===== src/rtl/z80_decode_pkg.sv =====
// Shared decode types: prefix vector encoding, prefix opcodes and the
// prefix sequencer state enum.
package z80_decode_pkg;

    // {nIXY, IXY, XX, CB, ED} as consumed by the PLA decoder
    typedef logic [4:0] prefix_t;

    localparam prefix_t PFX_XX     = 5'b10100;
    localparam prefix_t PFX_IXY_XX = 5'b01100;
    localparam prefix_t PFX_CB     = 5'b10010;
    localparam prefix_t PFX_IXY_CB = 5'b01010;
    localparam prefix_t PFX_ED     = 5'b10001;
    localparam prefix_t PFX_IXY_ED = 5'b01001;

    localparam logic [7:0] OP_DD = 8'hDD;
    localparam logic [7:0] OP_FD = 8'hFD;
    localparam logic [7:0] OP_CB = 8'hCB;
    localparam logic [7:0] OP_ED = 8'hED;

    typedef enum logic [2:0] {
        S_OP,
        S_IXY,
        S_CB,
        S_ED,
        S_XCB_D,
        S_XCB_OP,
        S_EXEC,
        S_HALT
    } seq_state_t;

endpackage


===== src/rtl/z80_prefix_sequencer.sv =====
// Z80 prefix sequencer: walks DD/FD/CB/ED prefix bytes, captures the
// indexed-CB displacement, and presents ir/prefix to the PLA decoder.
// Also owns the HALT state, where a NOP is re-issued on every M1.
module z80_prefix_sequencer
    import z80_decode_pkg::*;
#(
    parameter logic [7:0] HALT_OPCODE = 8'h76,
    parameter logic [7:0] NOP_OPCODE  = 8'h00
) (
    input  logic       clk,
    input  logic       reset,
    input  logic       op_valid,
    input  logic [7:0] op_byte,
    input  logic       instr_done,
    input  logic       int_ack,
    output logic [7:0] ir,
    output logic [4:0] prefix,
    output logic       ir_valid,
    output logic       use_iy,
    output logic [7:0] disp,
    output logic       in_prefix,
    output logic       in_halt
);

    seq_state_t state_reg, state_next;
    logic [7:0] ir_reg, ir_next;
    prefix_t    prefix_reg, prefix_next;
    logic       ir_valid_reg, ir_valid_next;
    logic       use_iy_reg, use_iy_next;
    logic [7:0] disp_reg, disp_next;
    logic       in_halt_reg, in_halt_next;
    // ED reached through DD/FD selects the indexed ED prefix encoding
    logic       ed_ixy_reg, ed_ixy_next;

    // Effective state after instr_done / int_ack, from which a byte is decoded
    seq_state_t cur_state;
    logic       cur_is_prefix;

    // State and output registers
    always_ff @(posedge clk or posedge reset) begin
        if (reset) begin
            state_reg    <= S_OP;
            ir_reg       <= NOP_OPCODE;
            prefix_reg   <= PFX_XX;
            ir_valid_reg <= 1'b0;
            use_iy_reg   <= 1'b0;
            disp_reg     <= 8'h00;
            in_halt_reg  <= 1'b0;
            ed_ixy_reg   <= 1'b0;
        end else begin
            state_reg    <= state_next;
            ir_reg       <= ir_next;
            prefix_reg   <= prefix_next;
            ir_valid_reg <= ir_valid_next;
            use_iy_reg   <= use_iy_next;
            disp_reg     <= disp_next;
            in_halt_reg  <= in_halt_next;
            ed_ixy_reg   <= ed_ixy_next;
        end
    end

    // Next state: completion first, then interrupt acceptance, then byte decode
    always_comb begin
        state_next    = state_reg;
        ir_next       = ir_reg;
        prefix_next   = prefix_reg;
        ir_valid_next = ir_valid_reg;
        use_iy_next   = use_iy_reg;
        disp_next     = disp_reg;
        in_halt_next  = in_halt_reg;
        ed_ixy_next   = ed_ixy_reg;
        cur_state     = state_reg;

        // Retire the executing instruction; an unprefixed HALT parks the CPU
        if (state_reg == S_EXEC && instr_done) begin
            ir_valid_next = 1'b0;
            prefix_next   = PFX_XX;
            use_iy_next   = 1'b0;
            if (ir_reg == HALT_OPCODE && prefix_reg == PFX_XX) begin
                cur_state    = S_HALT;
                in_halt_next = 1'b1;
                ir_next      = NOP_OPCODE;
            end else begin
                cur_state = S_OP;
            end
        end

        // The NOP pulse in halt lasts one cycle unless another M1 arrives
        if (cur_state == S_HALT) begin
            ir_valid_next = 1'b0;
        end

        cur_is_prefix = (cur_state == S_IXY) || (cur_state == S_CB) ||
                        (cur_state == S_ED) || (cur_state == S_XCB_D) ||
                        (cur_state == S_XCB_OP);

        // Interrupts mid-prefix cannot be honoured and are dropped
        if (int_ack && !cur_is_prefix) begin
            in_halt_next = 1'b0;
            if (cur_state == S_HALT) begin
                cur_state = S_OP;
            end
        end

        state_next = cur_state;

        if (op_valid) begin
            case (cur_state)
                S_OP: begin
                    if (op_byte == OP_DD || op_byte == OP_FD) begin
                        state_next  = S_IXY;
                        use_iy_next = (op_byte == OP_FD);
                    end else if (op_byte == OP_CB) begin
                        state_next = S_CB;
                    end else if (op_byte == OP_ED) begin
                        state_next  = S_ED;
                        ed_ixy_next = 1'b0;
                    end else begin
                        ir_next       = op_byte;
                        prefix_next   = PFX_XX;
                        ir_valid_next = 1'b1;
                        state_next    = S_EXEC;
                    end
                end
                S_IXY: begin
                    if (op_byte == OP_DD || op_byte == OP_FD) begin
                        use_iy_next = (op_byte == OP_FD);
                    end else if (op_byte == OP_CB) begin
                        state_next = S_XCB_D;
                    end else if (op_byte == OP_ED) begin
                        state_next  = S_ED;
                        ed_ixy_next = 1'b1;
                    end else begin
                        ir_next       = op_byte;
                        prefix_next   = PFX_IXY_XX;
                        ir_valid_next = 1'b1;
                        state_next    = S_EXEC;
                    end
                end
                S_CB: begin
                    ir_next       = op_byte;
                    prefix_next   = PFX_CB;
                    ir_valid_next = 1'b1;
                    state_next    = S_EXEC;
                end
                S_ED: begin
                    ir_next       = op_byte;
                    prefix_next   = ed_ixy_reg ? PFX_IXY_ED : PFX_ED;
                    ir_valid_next = 1'b1;
                    state_next    = S_EXEC;
                end
                S_XCB_D: begin
                    disp_next  = op_byte;
                    state_next = S_XCB_OP;
                end
                S_XCB_OP: begin
                    ir_next       = op_byte;
                    prefix_next   = PFX_IXY_CB;
                    ir_valid_next = 1'b1;
                    state_next    = S_EXEC;
                end
                S_HALT: begin
                    ir_valid_next = 1'b1;
                end
                default: begin
                    // S_EXEC: fetches during execution are not ours to decode
                end
            endcase
        end
    end

    assign ir        = ir_reg;
    assign prefix    = prefix_reg;
    assign ir_valid  = ir_valid_reg;
    assign use_iy    = use_iy_reg;
    assign disp      = disp_reg;
    assign in_halt   = in_halt_reg;
    assign in_prefix = (state_reg == S_IXY) || (state_reg == S_CB) ||
                       (state_reg == S_ED) || (state_reg == S_XCB_D) ||
                       (state_reg == S_XCB_OP);

endmodule


===== config.mk =====
export PLATFORM = sky130hd
export DESIGN_NAME = z80_prefix_sequencer
export DESIGN_NICKNAME = d
export VERILOG_FILES = /design/src/rtl/z80_decode_pkg.sv /design/src/rtl/z80_prefix_sequencer.sv
export SDC_FILE = /design/constraint.sdc
export NUM_CORES = 1
export LEC_CHECK = 0
export CORE_UTILIZATION = 40
export CTS_BUF_LIST = sky130_fd_sc_hd__clkbuf_4 sky130_fd_sc_hd__clkbuf_8 sky130_fd_sc_hd__clkbuf_16
export CTS_CLUSTER_SIZE = 12
export DETAILED_ROUTE_END_ITERATION = 7
export PLACE_DENSITY = 0.65
export SYNTH_ARGS = -nofsm -noshare
export SYNTH_HDL_FRONTEND = slang
export SYNTH_SLANG_ARGS = --single-unit

===== constraint.sdc =====
create_clock -name clk -period 2.4 [get_ports clk]
set_input_delay 0.6 -clock clk [delete_from_list [all_inputs] [get_ports clk]]
set_output_delay 0.6 -clock clk [all_outputs]
set_load 0.005 [all_outputs]

==> metrics.md <==
| Metric | Value |
|---|---|
| Setup repair after global routing missed its margin | `no` |
| Setup Skew | `0.01097 ns` |
| DRT iter0 DRCs | `172` |
| Starting Density | `42.38%` |
| Detailed-routing iteration count for the pre-antenna-repair pass | `4` |
| Largest net degree at the start of global routing | `29` |
| Number of nets with antenna violations after detailed routing | `0` |
| CP required | `roughly 2.6 ns` |
| Worst stage delay on the critical path | `0.48 ns` |
| I/O pins | `38` |
| Max-slew violation count | `0` |
| DR vias/cell | `~5.5` |
| Number of failing hold endpoints at the final stage | `0` |
| Fraction of final layout cells with drive strength greater than 1 | `24.02%` |
| Core Box Area | `between 0.003 and 0.004 mm^2` |
| Endpoint class of the critical path | `flip-flop` |
| Final setup viols | `0` |
| Initial antenna violation count | `0` |
| Final period utilization | `just under 100%` |
| Critical path's slowest cell | `sky130_fd_sc_hd__clkdlybuf4s50_1` |
| Wire length per cell | `15.48 um` |
| Floorplan die area | `0.004222 mm^2` |
| Reg-to-reg critical path endpoint | `ir[1]` |
| Max-capacitance violation count | `0` |
| Final global-route overflow total | `0` |
| Static leakage power | `0.0009837 uW` |
| Path length in cells of the critical path | `7` |
| Critical path start-end classification | `input pin to flip-flop` |
| Overall routing resource usage | `22.41%` |
| Seq/Total Area, Yosys | `44.32%` |
| GP Congestion | `0.9310` |
| Number of standard cells in the final layout excluding fillers | `277` |
| Post-CTS Hold Fix Bufs | `0` |
| Area of placed instances | `0.002202 mm^2` |
| Number of DRC violations after detailed routing | `0` |
| Total Negative Setup Slacks | `0 ns` |
| End point of the worst hold path | `in_halt` |
| Source of the worst register-to-register timing path | `prefix[1]` |
| Result of the run | `finished clean` |
| Resize count post-CTS | `1` |
| Count of different cell masters after synthesis | `49` |
| Cell depth of the worst hold path | `1` |
| TritonCTS buffer count | `3` |
| Total wirelength of the detailed-routed design | `4288 um` |
| Diodes inserted | `0` |
| Power per standard cell area | `1230 mW/mm^2` |
| Transition time at the pin with the least slew margin | `0.4505 ns` |
| Number of flops mapped to enable cells by yosys | `0` |
| CTS tree | `built` |
| Top-area cell type share of the netlist area | `41.01%` |
| Clock tree sinks | `28` |
| Number of cells on the worst reg-to-reg path | `6` |
| HPWL reported at the end of detailed placement | `3304 um` |
| Row cnt | `22` |
| Synthesized area divided by synthesized cell count | `9.557 um^2` |
| Count of input and output buffers | `37` |
| Area added between synthesis and finish | `43.61%` |
| Max H-tree Level | `1` |
| Buffers plus inverters on the worst setup path | `2` |
| Biggest area contributors in the synthesized netlist | `sky130_fd_sc_hd__dfrtp_1 41%, sky130_fd_sc_hd__o21ai_0 6.3%, sky130_fd_sc_hd__mux2_2 5.7%` |
| Fin crit period | `between 2 and 2.5 ns` |
| Achievable Freq | `0.4319 GHz` |
| Clock latency at the later pin of the worst-skew pair | `0.28 ns` |
| Highest ir drop seen on vdd | `0.6441 mV` |
| Start point of the worst min-delay path | `in_halt` |
| Layout filler cell count | `336` |
| Crit-path cells | `clkdlybuf4s50_1 > nand3_1 > or2_0 > o2111a_1 > a211oi_4 > buf_4 > mux2i_1` |
| Global-route wire length before repair | `7238 um` |
| Post-synth top flop | `sky130_fd_sc_hd__dfrtp_1` |
| Top-count cell post-synth | `sky130_fd_sc_hd__dfrtp_1` |
| Asr flop ratio synth | `100.0%` |
| Post-CTS setup buffers | `0` |
| Register area | `between 700 and 800 um^2` |
| CP arrival | `2.52 ns` |
| Inst Count DP | `273` |
| Post-synthesis cell type with the largest combined area | `sky130_fd_sc_hd__dfrtp_1` |
| Warnings from Yosys | `0` |
| Total number of vias | `1519` |
| Power Total | `2803 uW` |
| Final non-filler cell area | `0.002278 mm^2` |
| Area used by multi-input combinational logic | `825.8 um^2` |
| Die extent in x | `64.98 um` |
| Number of buffers on the longest clock path | `2` |
| Slack of the worst reg-to-reg path | `roughly 0.22 ns` |
| Clock transition at the registers of the reported paths | `0.11 ns` |
| Mapped cell area | `0.001587 mm^2` |
| Root buffer cell | `sky130_fd_sc_hd__clkbuf_8` |
| Number of nets produced by synthesis | `179` |
| Crit-path leading delay family | `compound AO/OA/AOI/OAI gates` |
| Chip height | `64.98 um` |
| Final Core Density | `approximately three fifths` |
| Hold Crit Class | `flip-flop to flip-flop` |
| Number of synthesized register bits | `28` |
| Critical path fanouts, max | `7` |
| Startpoint type of the worst setup path | `input pin` |
| Number of global-route vias before repair | `1510` |
| Top cell types by occurrence after synthesis | `26 x sky130_fd_sc_hd__dfrtp_1, 20 x sky130_fd_sc_hd__o21ai_0, 18 x sky130_fd_sc_hd__nand2_1` |
| Gate count after technology mapping | `about 170` |
| Worst slew slack as a fraction of its limit | `69.97%` |
| Layout net count | `approximately 240` |
cell families (layout without fill, tap and decap cells):
family	Yosys count	in the layout	share of synthesized area (%)
buffers and inverters	16	79	3.943
AO/OA/AOI/OAI	52	52	22.32
AND/OR/NAND/NOR	56	56	19.32
flip-flops	28	28	44.32
multiplexers	14	14	10.10
worst max-delay path by stage:
| stage | from | end |
|---|---|---|
| 2_1_floorplan | instr_done | ir[0] |
| 3_3_place_gp | op_byte[2] | ir[0] |
| 3_5_place_dp | op_byte[2] | prefix[3] |
| 4_1_cts | op_byte[2] | prefix[3] |
| 5_1_grt | op_byte[2] | prefix[0] |
| 6_report | instr_done | ir[6] |
layer usage:
layer  vias to the layer above  global-route usage [%]  part of all wire, %  wire length, um
met3                         4                   3.345                  4.4              188
met4                         0                   5.556                 0.79               34
li1                        734                       -                    -                -
met1                       730                   29.97                   45             1949
met2                        51                   37.63                   49             2116
met5                         -                       0                    0                0
cell usage in the layout (no fill, tap or decap), drive strengths merged, types with 3 or more instances in the layout:
master and instances:
a21oi 7, a32oi 3, buf 28, clkbuf 3, clkdlybuf4s50 37, dfrtp 26
inv 9, mux2 10, mux2i 4, nand2 18, nand2b 4, nand3 4
nor2 13, o21ai 20
area by class of cell:
type,instances,area share (%)
sequential,28,30.86
clock inverter,1,1.318
timing repair buffer,65,25.48
inverter,10,1.647
tap,48,2.636
clock buffer,3,1.812
multi-input combinational,122,36.24
stage by stage:
stage                     setup WS, ns  hold WS (ns)
after floorplan                 0.2233        0.4874
after global placement         -0.1761        0.4787
after detailed placement       -0.2223        0.4920
after CTS                      0.07040        0.5138
after global routing           0.01244        0.5460
final                          0.08482        0.5057
report_power, final:
| part | internal (uW) | switching, uW | total, uW |
|---|---|---|---|
| sequential | 702 | 182 | 884 |
| clock | 223 | 154 | 377 |
| combinational | 865 | 678 | 1540 |
Note: power is estimated with default switching activity, not from simulation.
